===== config.mk =====
export PLATFORM = sky130hd
export DESIGN_NAME = stop_watch
export DESIGN_NICKNAME = d
export VERILOG_FILES = /design/src/rtl/stop_watch.sv
export SDC_FILE = /design/constraint.sdc
export NUM_CORES = 1
export LEC_CHECK = 0
export CORE_UTILIZATION = 25
export CTS_CLUSTER_SIZE = 20
export DETAILED_ROUTE_END_ITERATION = 12
export GPL_ROUTABILITY_DRIVEN = 0
export PLACE_DENSITY = 0.46
export SLEW_MARGIN = 30
export SYNTH_ARGS = -nofsm -noshare
export SYNTH_HDL_FRONTEND = slang
export SYNTH_SLANG_ARGS = --single-unit

===== constraint.sdc =====
create_clock -name clk -period 3 [get_ports clk]
set_clock_uncertainty 0.05 [all_clocks]
set_input_delay 0.75 -clock clk [delete_from_list [all_inputs] [get_ports clk]]
set_output_delay 0.75 -clock clk [all_outputs]
set_load 0.02 [all_outputs]

===== src/rtl/stop_watch.sv =====
// Minutes:seconds stopwatch with run/pause/clear control.
// Ack is high whenever the watch is not running.
module stop_watch #(
  parameter int TICKS_PER_SEC = 50_000_000
) (
  input  logic       clk,
  input  logic       rst,
  input  logic       stop_watch_en,
  input  logic       start_stop_button,
  input  logic       clear_button,
  output logic [5:0] stop_watch_minutes,
  output logic [5:0] stop_watch_seconds,
  output logic       stop_watch_ack_flag,
  output logic       stop_watch_running,
  output logic       stop_watch_wrap
);

  localparam int PW = $clog2(TICKS_PER_SEC);
  localparam logic [PW-1:0] P_LAST =
    PW'(TICKS_PER_SEC - 1);

  typedef enum logic [1:0] {
    IDLE,
    RUNNING,
    PAUSED
  } state_t;

  state_t          state_q, state_d;
  logic            ss_q, clr_q;
  logic            ss_press, clr_press;
  logic [PW-1:0]   presc_q, presc_d;
  logic [5:0]      min_d, sec_d;
  logic            wrap_d;
  logic            tick;

  assign ss_press  = start_stop_button & ~ss_q;
  assign clr_press = clear_button & ~clr_q;

  always_comb begin
    state_d = state_q;
    presc_d = presc_q;
    tick    = 1'b0;
    if (stop_watch_en) begin
      if (clr_press) begin
        state_d = IDLE;
        presc_d = '0;
      end else begin
        case (state_q)
          IDLE: begin
            if (ss_press) begin
              state_d = RUNNING;
              presc_d = '0;
            end
          end
          RUNNING: begin
            if (ss_press) state_d = PAUSED;
            if (presc_q == P_LAST) begin
              presc_d = '0;
              tick    = 1'b1;
            end else begin
              presc_d = presc_q + 1'b1;
            end
          end
          PAUSED: begin
            if (ss_press) state_d = RUNNING;
          end
          default: state_d = IDLE;
        endcase
      end
    end
  end

  // Clear wins; otherwise a tick advances the count.
  always_comb begin
    min_d  = stop_watch_minutes;
    sec_d  = stop_watch_seconds;
    wrap_d = 1'b0;
    if (stop_watch_en && clr_press) begin
      min_d = '0;
      sec_d = '0;
    end else if (tick) begin
      if (stop_watch_seconds == 6'd59) begin
        sec_d = '0;
        if (stop_watch_minutes == 6'd59) begin
          min_d  = '0;
          wrap_d = 1'b1;
        end else begin
          min_d = stop_watch_minutes + 6'd1;
        end
      end else begin
        sec_d = stop_watch_seconds + 6'd1;
      end
    end
  end

  always_ff @(posedge clk or posedge rst) begin
    if (rst) begin
      state_q            <= IDLE;
      presc_q            <= '0;
      ss_q               <= 1'b0;
      clr_q              <= 1'b0;
      stop_watch_minutes <= '0;
      stop_watch_seconds <= '0;
      stop_watch_wrap    <= 1'b0;
    end else begin
      state_q            <= state_d;
      presc_q            <= presc_d;
      ss_q               <= start_stop_button;
      clr_q              <= clear_button;
      stop_watch_minutes <= min_d;
      stop_watch_seconds <= sec_d;
      stop_watch_wrap    <= wrap_d;
    end
  end

  assign stop_watch_ack_flag = (state_q != RUNNING);
  assign stop_watch_running  = (state_q == RUNNING);

endmodule


==> results.json, run 1 <==
{
  "critical_path.max_fanout": 7,
  "io_pins": 20,
  "remaining_drc_errors": 0,
  "antenna_cells": 0,
  "worst_pin_slew_ns": 0.5755,
  "post_cts_resized": 0,
  "firstDrtPassIters": 4,
  "num-nets-final": 302,
  "multi_input_area_mm2": 0.001271,
  "power_frac_comb_pct": 10.7,
  "syn-num-nets": 273,
  "stdcell_count": 424,
  "start_util_pct": 25.81,
  "finalSetupTns_ns": 0,
  "p_switching_mw": 0.2926,
  "yosys-top-cells-area": "dfrtp_1 45%, nand2_1 4.7%, xnor2_1 4.4%",
  "tritoncts.num_buffers": 5,
  "maxCapViolCount": 0,
  "min_period_ns": 2.598,
  "wl_per_cell_um": 13.77,
  "p_leak_nw": 1.127,
  "drt_iter0_markers": 103,
  "dieArea_mm2": 0.009980,
  "post-dp-hpwl_mm": 4.148,
  "cp-end-kind": "register",
  "finalCritPeriodShare_pct": 86.60,
  "synthCells": 265,
  "clk_latency_ns": 0.29,
  "rsz0062_at_grt": "no",
  "hold_violations": 0,
  "top_layer": "met4",
  "synth_cell_types": 41,
  "final_common_cell": "dfrtp_1",
  "clockBufferDepth": 2,
  "wl_met3_um": 181,
  "cts_root_buf": "clkbuf_8",
  "yosysWarnings": 0,
  "ir_drop_mv": 0.1595,
  "cts.clk_slew.worst_paths_ns": 0.08,
  "synth.avg_cell_area_um2": 9.042,
  "htree_num_levels": 2,
  "seqPwrFrac_pct": 52.8,
  "finalSetupViolations": 0,
  "power_density_mw_per_mm2": 390.4,
  "syn_area_mm2": 0.002396,
  "arrival_ns": 2.77,
  "startpoint_type": "input port",
  "final_cell_mix": "43 x dfrtp_1, 30 x nand2_1, 22 x nor2_1",
  "grt_antenna_before_repair": 0,
  "yosysTopAreaCellShare_pct": 44.91,
  "synth_seq_cells": 43,
  "intPower_mw": 0.8445,
  "worstPathRequired_ns": 3.17,
  "portBuffers": 19,
  "cts_num_sinks": 43,
  "fillers": 1009,
  "design.core.area_mm2": 0.009284,
  "fin_ws_ns": 0.4021,
  "slew-limit-headroom_pct": 61.63,
  "dieHeight_um": 99.90,
  "vias": 2071,
  "cts_setup_buffers": 0,
  "grt_overflow": 0,
  "dp_cells": 416,
  "seqCellArea_mm2": 0.001076,
  "wirelength_mm": 5.840,
  "fp.dieW_um": 99.90,
  "wl_met2_mm": 2.680,
  "grt_usage_pct": 12.69,
  "yosysTopAreaCell": "dfrtp_1",
  "drive_gt1_share_pct": 9.153,
  "fmax_mhz": 384.9,
  "status": "finished, final reports clean",
  "area_growth_pct": 21.57,
  "grt_pass1_wl_mm": 10.01,
  "hold_buffers": 0,
  "vias_per_cell": 4.884,
  "pwr-share-clk_pct": 36.5,
  "cts_tree": "done",
  "grt_pass1_vias": 2090,
  "place_ws_ns": 0.1012,
  "wl_met1_mm": 2.921,
  "row_count": 35,
  "path_class": "in2reg",
  "hold_path.class": "reg2reg",
  "seq_area_frac_synth_pct": 44.91,
  "utilization_pct": 31.37,
  "timing.final.max_slew_violations": 0,
  "swShare_pct": 25.73,
  "grt_max_degree": 44,
  "ant_nets": 0
}
cells by family after synthesis:
| family | Yosys count | share of synthesized area (%) |
|---|---|---|
| AND/OR/NAND/NOR | 147 | 34.67 |
| AO/OA/AOI/OAI | 43 | 10.81 |
| flip-flops | 43 | 44.91 |
| XOR/XNOR | 16 | 5.848 |
| buffers and inverters | 13 | 2.193 |
| adder cells (fa/ha/maj) | 3 | 1.567 |
stage by stage:
step                      power (mW)  hold slack (ns)  instance area (um^2)
final                          1.137           0.4900                  2913
after global routing           1.200           0.5278                  2913
after CTS                      1.162           0.4897                  2913
after detailed placement      0.7360           0.4704                  2813
after global placement        0.7362           0.4523                  2813
after floorplan               0.6774           0.4250                  2396
area by class of cell:
cell class,count,share of cell area (%)
clock buffers,8,3.436
inverters,5,0.6443
multi-input cells,209,43.64
flip-flops and latches,43,36.94
well taps,129,5.541
repair buffers,30,9.794
sequential cells by signal (all words and copies together) (netlist names):
signal and cells:
state_q 2, stop_watch_seconds 6, presc_q 26, stop_watch_minutes 6
ss_q 1, stop_watch_wrap 1, clr_q 1
layer usage:
metal	track usage (%)	up-vias
met3	2.298	4
met1	17.05	994
met2	20.69	36
li1	-	1037
met5	0	-
met4	4.072	0
critical path: stages:
cell and delay, ns:
clkdlybuf4s50_1 0.42, nor2b_1 0.15, buf_4 0.15, or3_1 0.40
or3_1 0.39, or4_1 0.41, o21ai_0 0.08
synth_stat cells (all sizes together):
library cell and instances:
a21oi 15, and2 2, and3 9, and4 2, buf 4, clkbuf 4
dfrtp 43, ha 3, inv 5, nand2 31, nand2b 1, nand3 19
nand3b 2, nand4 11, nand4b 1, nor2 22, nor2b 4, nor3 8
nor3b 1, nor4 12, nor4b 3, o2111ai 1, o21a 1, o21ai 14
o31a 2, o31ai 9, o41ai 1, or3 9, or3b 1, or4 8
or4b 1, xnor2 12, xor2 4
power groups by stage:
stage / Combinational [mW] / Clock (mW) / Sequential, mW
2_1_floorplan: 0.0684 / 0 / 0.609
3_3_place_gp: 0.124 / 0 / 0.612
3_5_place_dp: 0.124 / 0 / 0.612
4_1_cts: 0.124 / 0.437 / 0.601
5_1_grt: 0.136 / 0.462 / 0.603
6_report: 0.121 / 0.415 / 0.601
final timing paths:
kind                         startpoint                     to  slack (ns)  cells past startpoint
max in group asynchronous           rst             presc_q[8]        1.65                      3
setup reg to reg             presc_q[0]            presc_q[16]        0.47                      6
hold / removal               presc_q[1]             presc_q[1]        0.49                      2
hold reg to reg              presc_q[1]             presc_q[1]        0.49                      2
setup / recovery           clear_button  stop_watch_seconds[5]        0.40                      7
min in group asynchronous           rst                   ss_q        0.85                      3
Power figures use the tool's default switching activity.
==> run 2, diff against run 1 <==
--- a/config.mk
+++ b/config.mk
@@ -5,6 +5,7 @@
 export SDC_FILE = /design/constraint.sdc
 export NUM_CORES = 1
 export LEC_CHECK = 0
+export CORE_ASPECT_RATIO = 0.5
 export CORE_UTILIZATION = 25
 export CTS_CLUSTER_SIZE = 20
 export DETAILED_ROUTE_END_ITERATION = 12
@@ -14,3 +15,4 @@
 export SYNTH_ARGS = -nofsm -noshare
 export SYNTH_HDL_FRONTEND = slang
 export SYNTH_SLANG_ARGS = --single-unit
+export TNS_END_PERCENT = 50
==> constraint.sdc (replaced) <==
create_clock -name clk -period 2.41 [get_ports clk]
set_clock_uncertainty 0.05 [all_clocks]
set_input_delay 0.6025 -clock clk [delete_from_list [all_inputs] [get_ports clk]]
set_output_delay 0.6025 -clock clk [all_outputs]
set_load 0.02 [all_outputs]
==> results.json, run 2 (synthesized netlist as in run 1, its figures left out) <==
{
  "largest_reg_flops": 26,
  "hold_violations": 0,
  "tritoncts.num_buffers": 5,
  "wl_per_cell_um": 14.59,
  "path_class": "reg2reg",
  "remaining_drc_errors": 0,
  "worst_pin_slew_ns": 0.7881,
  "rsz0062_at_grt": "yes",
  "slew-limit-headroom_pct": 47.13,
  "final_common_cell": "dfrtp_1",
  "dieArea_mm2": 0.01000,
  "grt_pass1_wl_mm": 11.19,
  "min_period_ns": 2.349,
  "drt_iter0_markers": 138,
  "wirelength_mm": 6.432,
  "startpoint_type": "register",
  "firstDrtPassIters": 4,
  "cts.clk_slew.worst_paths_ns": 0.06,
  "hp-start": "presc_q[1]",
  "seqCellArea_mm2": 0.001076,
  "fp.dieW_um": 140.5,
  "cp_cell_sequence": "or4b_1, nor4_4, nand4_2, or4_1, a21oi_1",
  "vias_per_cell": 5.125,
  "power_density_mw_per_mm2": 493.2,
  "clockBufferDepth": 2,
  "worstHoldEndpoint": "presc_q[1]",
  "max_stage_delay_ns": 0.57,
  "io_pins": 20,
  "largest_register": "presc_q",
  "worst-r2r-cell-count": 5,
  "grt_usage_pct": 14.27,
  "fillers": 936,
  "ant_nets": 0,
  "num-nets-final": 333,
  "p_leak_nw": 1.313,
  "final_cell_mix": "43 x dfrtp_1, 42 x buf_4, 29 x nand2_1",
  "reg_top3": "presc_q x26, stop_watch_minutes x6, stop_watch_seconds x6",
  "cts_root_buf": "clkbuf_16",
  "critical_path.max_fanout": 5,
  "antenna_cells": 0,
  "grt_antenna_before_repair": 0,
  "place_ws_ns": -0.3130,
  "dieHeight_um": 71.23,
  "hold_depth": 2,
  "hold_path.class": "reg2reg",
  "reg2reg_to": "stop_watch_minutes[2]",
  "fin_ws_ns": 0.06095,
  "area_growth_pct": 32.53,
  "grt_pass1_vias": 2266,
  "multi_input_area_mm2": 0.001295,
  "drive_gt1_share_pct": 18.83,
  "r2r_start": "presc_q[16]",
  "portBuffers": 19,
  "cpMaxStageDelayCell": "or4b_1",
  "design.core.area_mm2": 0.009009,
  "cts_setup_buffers": 0,
  "clk_latency_ns": 0.29,
  "timing.final.max_slew_violations": 0,
  "cts_tree": "done",
  "cp-end-kind": "register",
  "worstPathRequired_ns": 2.58,
  "hold_buffers": 0,
  "arrival_ns": 2.52,
  "cts_num_sinks": 43,
  "r2r_slack_ns": 0.06,
  "start_util_pct": 26.60,
  "post-dp-hpwl_mm": 4.723,
  "finalSetupViolations": 0,
  "maxCapViolCount": 0,
  "grt_overflow": 0,
  "grt_max_degree": 22,
  "htree_num_levels": 2,
  "vias": 2260,
  "finalCritPeriodShare_pct": 97.47,
  "row_count": 24,
  "utilization_pct": 35.25,
  "fmax_mhz": 425.7,
  "ir_drop_mv": 0.1616,
  "status": "finished, final reports clean"
}
==> run 2: cell types whose count changed in the layout (fill, tap and decap cells not counted), moves of 2 or more <==
cell and delta:
clkdlybuf4s50_1 -2, clkbuf_16 +5, clkbuf_8 -7, buf_4 +32
dlymetal6s2s_1 +2, or3_1 -3, or3_4 +3
==> run 2: what timing repair did <==
action | CTS | global route
endpoints found under the setup margin | 1 | 4
gates cloned | 0 | 0
pin swaps | 1 | 2
resized for setup | 1 | 9
==> run 2: power breakdown <==
part / total, mW / leakage [nW] / internal (mW) / switching [mW]
sequential: 0.749 / 0.594 / 0.735 / 0.0144
clock: 0.645 / 0.0628 / 0.373 / 0.272
combinational: 0.172 / 0.656 / 0.0705 / 0.101
==> run 2: routing by layer <==
metal	GRT usage (%)	wire length, um
met3	3.275	245
met5	0	0
met4	4.469	81
met2	23.00	2869
met1	19.23	3235
==> run 2: per-stage QoR <==
step	area [um^2]	power, mW	setup TNS, ns	std cells	hold WS (ns)
2_1_floorplan	2396	0.8432	0	265	0.4250
3_3_place_gp	3014	0.9301	-1.913	435	0.4522
3_5_place_dp	3014	0.9335	-1.968	435	0.4722
4_1_cts	3143	1.592	0	441	0.4856
5_1_grt	3176	1.641	-0.007161	441	0.5232
6_report	3176	1.566	0	441	0.4907
==> run 2: critical path: cells and delay by family, from the launching register on <==
kind | cells | cell delay (ns)
simple gates | 4 | 1.66
compound gates | 1 | 0.15
flops | 1 | 0.40
==> run 2: layout make-up <==
type	instances	share of cell area, %
Tap cell	117	4.610
Sequential cell	43	33.88
Clock buffer	6	4.058
Multi-Input combinational cell	209	40.78
Timing Repair Buffer	61	16.08
Inverter	5	0.5910
==> run 2: how the worst max path moves through the flow <==
stage,startpoint,end,slack (ns),depth (start not counted)
finish,presc_q[16],stop_watch_minutes[2],0.06,5
detailed placement,clear_button,stop_watch_seconds[5],-0.31,7
floorplan,presc_q[0],presc_q[16],0.07,7
CTS,presc_q[1],presc_q[16],0.008,6
global placement,clear_button,stop_watch_seconds[5],-0.28,7
global route,presc_q[1],presc_q[16],-0.007,6
